**src/rtl/bus_arbiter.sv**
```systemverilog
// ---------------------------------------------------------------------------
// bus_arbiter
//   Two-master / one-slave memory-bus arbiter and ready generator.
//   Master 0 is the debug unit, master 1 the CPU core. One request is granted
//   in IDLE, its address/data/strobes are latched, the slave cycle runs for
//   WAIT_STATES+1 cycles (ACCESS), and the granted master gets a one-cycle
//   ready pulse (RESP) with the captured read data.
//
// Handshake: a master raises mN_valid with adr/wdata/wstrb and holds it until
//   it sees mN_ready high for one cycle. Inputs are sampled only in IDLE, so a
//   master may drop or change them after the grant without effect; the access
//   still completes and still pulses ready. mN_rdata is valid in the ready
//   cycle and holds until that master's next completed access.
//
// Ports:
//   clk, n_reset              clock, asynchronous active-low reset
//   mN_valid/adr/wdata/wstrb  master N request (wstrb == 0 means read)
//   mN_rdata/mN_ready         master N read data and completion pulse
//   s_op/s_adr/s_di/s_wren    slave bus cycle, address, write data, byte enables
//   s_rdata                   OR-combined slave read data
//   busy                      high whenever the engine is not IDLE
//   dbg_state                 current FSM state (0 IDLE, 1 ACCESS, 2 RESP)
// ---------------------------------------------------------------------------
module bus_arbiter #(
  parameter int unsigned WAIT_STATES = 1,
  parameter bit          ROUND_ROBIN = 1'b0
) (
  input  logic        clk,
  input  logic        n_reset,
  input  logic        m0_valid,
  input  logic [31:0] m0_adr,
  input  logic [31:0] m0_wdata,
  input  logic [3:0]  m0_wstrb,
  output logic [31:0] m0_rdata,
  output logic        m0_ready,
  input  logic        m1_valid,
  input  logic [31:0] m1_adr,
  input  logic [31:0] m1_wdata,
  input  logic [3:0]  m1_wstrb,
  output logic [31:0] m1_rdata,
  output logic        m1_ready,
  output logic        s_op,
  output logic [31:0] s_adr,
  output logic [31:0] s_di,
  output logic [3:0]  s_wren,
  input  logic [31:0] s_rdata,
  output logic        busy,
  output logic [1:0]  dbg_state
);

  typedef enum logic [1:0] {
    ST_IDLE   = 2'd0,
    ST_ACCESS = 2'd1,
    ST_RESP   = 2'd2
  } state_e;

  state_e      state_q, state_d;
  logic [3:0]  wait_q, wait_d;
  logic        grant_q, grant_d;           // index of the master being served
  logic        last_grant_q, last_grant_d; // reset to 1 so m0 wins the first tie
  logic [31:0] adr_q, adr_d;
  logic [31:0] wdata_q, wdata_d;
  logic [3:0]  wstrb_q, wstrb_d;
  logic [31:0] m0_rdata_q, m0_rdata_d;
  logic [31:0] m1_rdata_q, m1_rdata_d;
  logic        pick;

  // Grant choice for this IDLE cycle; only meaningful when some valid is high.
  always_comb begin
    if (m0_valid && m1_valid) begin
      pick = ROUND_ROBIN ? ~last_grant_q : 1'b0;
    end else begin
      pick = m1_valid;
    end
  end

  always_comb begin
    state_d      = state_q;
    wait_d       = wait_q;
    grant_d      = grant_q;
    last_grant_d = last_grant_q;
    adr_d        = adr_q;
    wdata_d      = wdata_q;
    wstrb_d      = wstrb_q;
    m0_rdata_d   = m0_rdata_q;
    m1_rdata_d   = m1_rdata_q;
    case (state_q)
      ST_IDLE: begin
        if (m0_valid || m1_valid) begin
          grant_d      = pick;
          last_grant_d = pick;
          adr_d        = pick ? m1_adr   : m0_adr;
          wdata_d      = pick ? m1_wdata : m0_wdata;
          wstrb_d      = pick ? m1_wstrb : m0_wstrb;
          wait_d       = 4'(WAIT_STATES);
          state_d      = ST_ACCESS;
        end
      end
      ST_ACCESS: begin
        if (wait_q == 4'd0) begin
          // Final slave cycle: writes capture too, masters ignore that value.
          if (grant_q) begin
            m1_rdata_d = s_rdata;
          end else begin
            m0_rdata_d = s_rdata;
          end
          state_d = ST_RESP;
        end else begin
          wait_d = wait_q - 4'd1;
        end
      end
      ST_RESP: begin
        state_d = ST_IDLE;
      end
      default: begin
        state_d = ST_IDLE;
      end
    endcase
  end

  always_ff @(posedge clk or negedge n_reset) begin
    if (!n_reset) begin
      state_q      <= ST_IDLE;
      wait_q       <= 4'd0;
      grant_q      <= 1'b0;
      last_grant_q <= 1'b1;
      adr_q        <= 32'd0;
      wdata_q      <= 32'd0;
      wstrb_q      <= 4'd0;
      m0_rdata_q   <= 32'd0;
      m1_rdata_q   <= 32'd0;
    end else begin
      state_q      <= state_d;
      wait_q       <= wait_d;
      grant_q      <= grant_d;
      last_grant_q <= last_grant_d;
      adr_q        <= adr_d;
      wdata_q      <= wdata_d;
      wstrb_q      <= wstrb_d;
      m0_rdata_q   <= m0_rdata_d;
      m1_rdata_q   <= m1_rdata_d;
    end
  end

  // All slave-side outputs come straight from registers, so they are stable
  // for the whole access; s_adr keeps its last value outside ACCESS.
  assign s_op      = (state_q == ST_ACCESS);
  assign s_adr     = adr_q;
  assign s_di      = wdata_q;
  assign s_wren    = s_op ? wstrb_q : 4'd0;
  assign m0_ready  = (state_q == ST_RESP) && !grant_q;
  assign m1_ready  = (state_q == ST_RESP) && grant_q;
  assign m0_rdata  = m0_rdata_q;
  assign m1_rdata  = m1_rdata_q;
  assign busy      = (state_q != ST_IDLE);
  assign dbg_state = state_q;

endmodule
```
**config.mk**
```make
export PLATFORM = sky130hd
export DESIGN_NAME = bus_arbiter
export DESIGN_NICKNAME = d
export VERILOG_FILES = /design/src/rtl/bus_arbiter.sv
export SDC_FILE = /design/constraint.sdc
export NUM_CORES = 1
export LEC_CHECK = 0
export CAP_MARGIN = 20
export CORE_MARGIN = 2
export CORE_UTILIZATION = 37
export DETAILED_ROUTE_END_ITERATION = 16
export GPL_TIMING_DRIVEN = 0
export PLACE_DENSITY_LB_ADDON = 0.25
export RECOVER_POWER = 50
export SYNTH_ARGS = -nofsm -noshare
export SYNTH_HDL_FRONTEND = slang
export SYNTH_SLANG_ARGS = --single-unit
```
**constraint.sdc**
```tcl
create_clock -name clk -period 2.05 [get_ports clk]
set_input_delay 0.3075 -clock clk [delete_from_list [all_inputs] [get_ports clk]]
set_output_delay 0.3075 -clock clk [all_outputs]
set_load 0.03 [all_outputs]
```
## After elaboration in Yosys (flattened, before gate mapping)

Index checks and enable logic that the tools add are counted.

- Bits in registers: 139

- $add $sub $neg: 1
- Equal/unequal tests: 5
- Muxes and demuxes: 11
- Bitwise gates (word level): 1
- Reduce and logical (&&, ||, !) cells: 14

Operator list:

| operator | number |
|---|---|
| $mux W32 | 2 |
| $mux W4 | 4 |
| $reduce_and A3 Y1 | 3 |
| $pmux W4 S2 | 1 |
| $logic_not A4 Y1 | 1 |
| $mux W2 | 2 |
| $ne A2 B2 Y1 const B | 2 |
| $pmux W2 S2 | 1 |
| $reduce_and A2 Y1 | 2 |
| $reduce_bool A2 Y1 | 2 |
| $sub A4 B1 Y4 const B | 1 |
| $logic_and A1 B1 Y1 | 3 |
| $eq A2 B1 Y1 const B | 1 |
| $eq A2 B2 Y1 const B | 1 |
| $logic_not A2 Y1 | 1 |
| $ne A2 B1 Y1 const B | 1 |
| $logic_not A1 Y1 | 1 |
| $logic_or A1 B1 Y1 | 1 |
| $mux W1 | 1 |
| $not A1 Y1 | 1 |

## Longest topological paths before layout

- Word-level depth: 3
- Mapped depth: 7
- Gate-level depth less buffers: 5

## Worst setup path after synthesis

No wires, ideal clock.

- Kind: reg-to-reg
- Start: register state_q[1] (netlist: dbg_state[1])
- End: register m1_rdata_q[10] (netlist: m1_rdata[10])
- Setup time: 0.125 ns
- Data arrival time: 1.970 ns
- Required time: 1.925 ns
- Path slack: -0.045 ns
- Stages on the path, launching flop included: 7
- Path buffers: 2
- Period minus slack after synthesis: 2.095 ns
- Path through: dfrtp_1 nand2b_1 inv_1 and3_1 clkbuf_1 buf_4 mux2_2

- Word-level cells in the longest chain between the ends: 2

RTL lines:

| item | RTL line | RTL |
|---|---|---|
| start: declaration | 57 | `state_e state_q, state_d;` |
| start signal: assignment | 133 | `state_q <= state_d;` |
| $eq A2 B1 Y1 | - |  |
| net s_op | 42 | `output logic s_op,` |
| $reduce_and A3 Y1 (no line) | - |  |
| end signal: assignment | 141 | `m1_rdata_q <= m1_rdata_d;` |
| end: declaration | 65 | `logic [31:0] m1_rdata_q, m1_rdata_d;` |

The timed path passes the listed nets, and every way through them passes these cells.
A chain may end at the register's enable or synchronous reset.

## Worst setup path after layout

- Start: register wait_q[0]
- End: register m0_rdata_q[23] (netlist: m0_rdata[23])

- Word-level cells in the longest chain between the ends: 2

RTL lines:

| item | RTL line | RTL |
|---|---|---|
| start: declaration | 58 | `logic [3:0] wait_q, wait_d;` |
| start signal: assignment | 134 | `wait_q <= wait_d;` |
| $logic_not A4 Y1 | 100 | `if (wait_q == 4'd0) begin` |
| $reduce_and A3 Y1 (no line) | - |  |
| end signal: assignment | 140 | `m0_rdata_q <= m0_rdata_d;` |
| end: declaration | 64 | `logic [31:0] m0_rdata_q, m0_rdata_d;` |

No other way between the ends.

==> out/qor.csv <==
stage,metric,value,unit
placed_design,dp.cells,1021,
setup_path,r2r-end,m0_rdata[23],
detailed_routing,routedWlPerCell,17.6,µm
sta,layout_setup_ws,10.8,ps
logic_synthesis,synthCells,491,
logic_synthesis,syn_area_per_cell,12.5,µm²
global_routing,first_global_vias,5625,
clocking,cts_tree,yes,
logic_synthesis,syn-num-nets,665,
setup_path,worst_r2r_path_depth,7,
floorplanning,std_cell_rows,47,
setup_path,critPathLaunchType,register,
floorplanning,fp.dieArea,17700,µm²
job,max-cap-violations,0,
clocking,cts_root_buffer,clkbuf_16,
global_routing,antenna_found_initial,0,
logic_synthesis,ys_seq_area_share,56.5,%
logic_synthesis,yosysWarnings,0,
placed_design,place.gp.congestion,0.798,
sta,fin_crit,2040,ps
global_routing,grt_pass1_wl,29700,µm
final_layout,diodes,0,
sta,finalCritPeriodShare,99.5,%
final_layout,drive_above_1_share,17.7,%
logic_synthesis,syn_area,6160,µm²
clocking,cts.clk_slew.worst_paths,60,ps
clocking,clockBufferDepth,2,
final_layout,final_net_count,1009,
final_layout,final_cell_mix,"clkdlybuf4s50_1, a21oi_1, dfrtp_1, mux2i_1, mux2_2",
hold_path,min_path_type,register to register,
floorplanning,start_util,37.5,%
sta,max_slew_margin,32.1,%
setup_path,worstPathRequired,2350,ps
detailed_routing,drcViolationCount,0,
hold_path,whs_endpoint,m1_rdata[7],
global_routing,grt_overflow,0,
clocking,cts_htree_levels,4,
detailed_routing,final_antenna_net_count,0,
final_layout,fin_util,63.5,%
clocking,numClockSinks,139,
hold_path,whs_path_depth,1,
sta,finalClockSkew,7.33,ps
sta,worst_hold_slack,488,ps
final_layout,final_common_cell,clkdlybuf4s50_1,
detailed_routing,routed_wl,18700,µm
sta,slew_viol_final,0,
global_routing,grt_max_degree,72,
run_status,status,"complete, no violations",
floorplanning,die_w,133,µm
final_layout,fillers,1238,
floorplanning,io_pins,310,
setup_path,cp_max_fo,7,
final_layout,syn_to_final_growth,69.2,%
sta,grt_setup_unrepaired,true,
power,power_density,1720,nW/µm²
global_routing,grtUsageTotal,21.6,%
detailed_routing,drt_iter0_drc,188,
final_layout,final_cells,1068,
power,leakage,4.41,nW
floorplanning,coreArea,16400,µm²
setup_path,endpoint_kind,register,
placed_design,port_buffers,309,
detailed_routing,via_per_inst,4.94,
placed_design,dp_hpwl,13800,µm
power,ir_worst_vdd,0.755,mV
hold_path,hp-start,m1_rdata[7],
placed_design,pre_cts_ws,-616,ps
logic_synthesis,synth.distinct_cells,31,
sta,finalSetupViolCount,0,
setup_path,r2r_setup_slack,10,ps
sta,worst_pin_slew,1020,ps
sta,hold_viol_final,0,
detailed_routing,dr.pass1.iters,5,
sta,max_freq,490,MHz
setup_path,r2r_start,wait_q[0],
clocking,clk_latency,420,ps
clocking,cts_buffers,17,
floorplanning,fp.dieH,133,µm
logic_synthesis,synth_seq_cells,139,
detailed_routing,vias,5279,
setup_path,crit_arrival,2340,ps
setup_path,critPathKind,register to register,
## area by class of cell
cell class,count,area (µm²),share of cell area (%)
flip-flops and latches,139,3480,33.4
repair buffers,328,3290,31.5
multi-input cells,307,2460,23.6
clock buffers,18,439,4.21
well taps,220,275,2.64
plain buffers,37,248,2.38
clock inverters,14,218,2.09
inverters,5,18.8,0.180
## worst max-delay path, stage by stage (launching register included)
cell and delay, ps:
dfrtp_1 400, inv_2 90, ha_4 120, or3b_4 370, or3_4 340, buf_12 170, buf_12 140, mux2_4 290
## synthesized netlist by cell type (all sizes together)
cell | count | area share [%]
a21oi | 141 | 11
a31o | 1 | 0.14
and2 | 5 | 0.51
and3 | 1 | 0.10
and3b | 1 | 0.14
buf | 17 | 2.4
clkbuf | 23 | 1.4
dfrtp | 139 | 56
ha | 2 | 0.41
inv | 5 | 0.30
mux2 | 64 | 14
mux2i | 68 | 11
nand2 | 4 | 0.24
nand2b | 1 | 0.10
nand3 | 1 | 0.081
nor2 | 3 | 0.18
nor2b | 2 | 0.20
nor3 | 4 | 0.33
nor3b | 2 | 0.24
o211ai | 1 | 0.12
o21ai | 2 | 0.16
or2 | 1 | 0.10
or3 | 1 | 0.10
or3b | 1 | 0.14
or4 | 1 | 0.12
## power by group
group / switching, W / internal [W]
clock: 0.00120 / 0.00220
sequential: 0.000783 / 0.00412
combinational: 0.00526 / 0.00434
## stage by stage
step | power [W] | cell area, µm² | TNS [ps]
final | 0.0179 | 10400 | 0
after detailed placement | 0.0142 | 9560 | -33200
after floorplan | 0.0102 | 6160 | 0
after global routing | 0.0188 | 10400 | -511
after global placement | 0.0140 | 9530 | -674240
after CTS | 0.0179 | 10400 | -462
## state kept, by name (all words and copies together) (netlist names)
name / flops
m1_rdata: 32
dbg_state: 2
s_adr: 32
m0_rdata: 32
grant_q: 1
wstrb_q: 4
wait_q: 4
s_di: 32
## cells by family after synthesis
kind of cell	synth area share, %
DFF	56.5
AOI/OAI and AO/OA	11.9
buffers and inverters	4.06
adders and majority gates	0.406
and+or+nand+nor	2.60
muxes	24.6
## routing by layer
metal  global-route usage [%]  wire, µm  up-vias
met4                     8.18       373        0
met1                     25.0      7380     2583
met3                     6.59      1250       23
met2                     37.8      9750      213
li1                         -         -     2460
met5                        0         0        -
## worst max path at each step
stage                         start           end  slack, ps  cells after the start
after floorplan           wait_q[0]  m0_rdata[10]         30                      7
after global placement      n_reset     s_adr[23]      -4640                      1
after detailed placement   m0_valid      s_di[21]       -620                      8
after CTS                 wait_q[0]  m0_rdata[23]        -20                      7
after global routing      wait_q[1]   m0_rdata[8]        -30                      7
final                     wait_q[0]  m0_rdata[23]         10                      7
## what timing repair did
item                                    in CTS  in global routing
pin swaps                                    1                  2
endpoints found under the hold margin       70                  0
hold buffers                                 1                  0
resized for setup                           38                 14
endpoints found under the setup margin      88                 42
gates cloned                                 3                  0
buffers inserted                             7                  7
No activity file was read; power rests on OpenSTA's default activity.
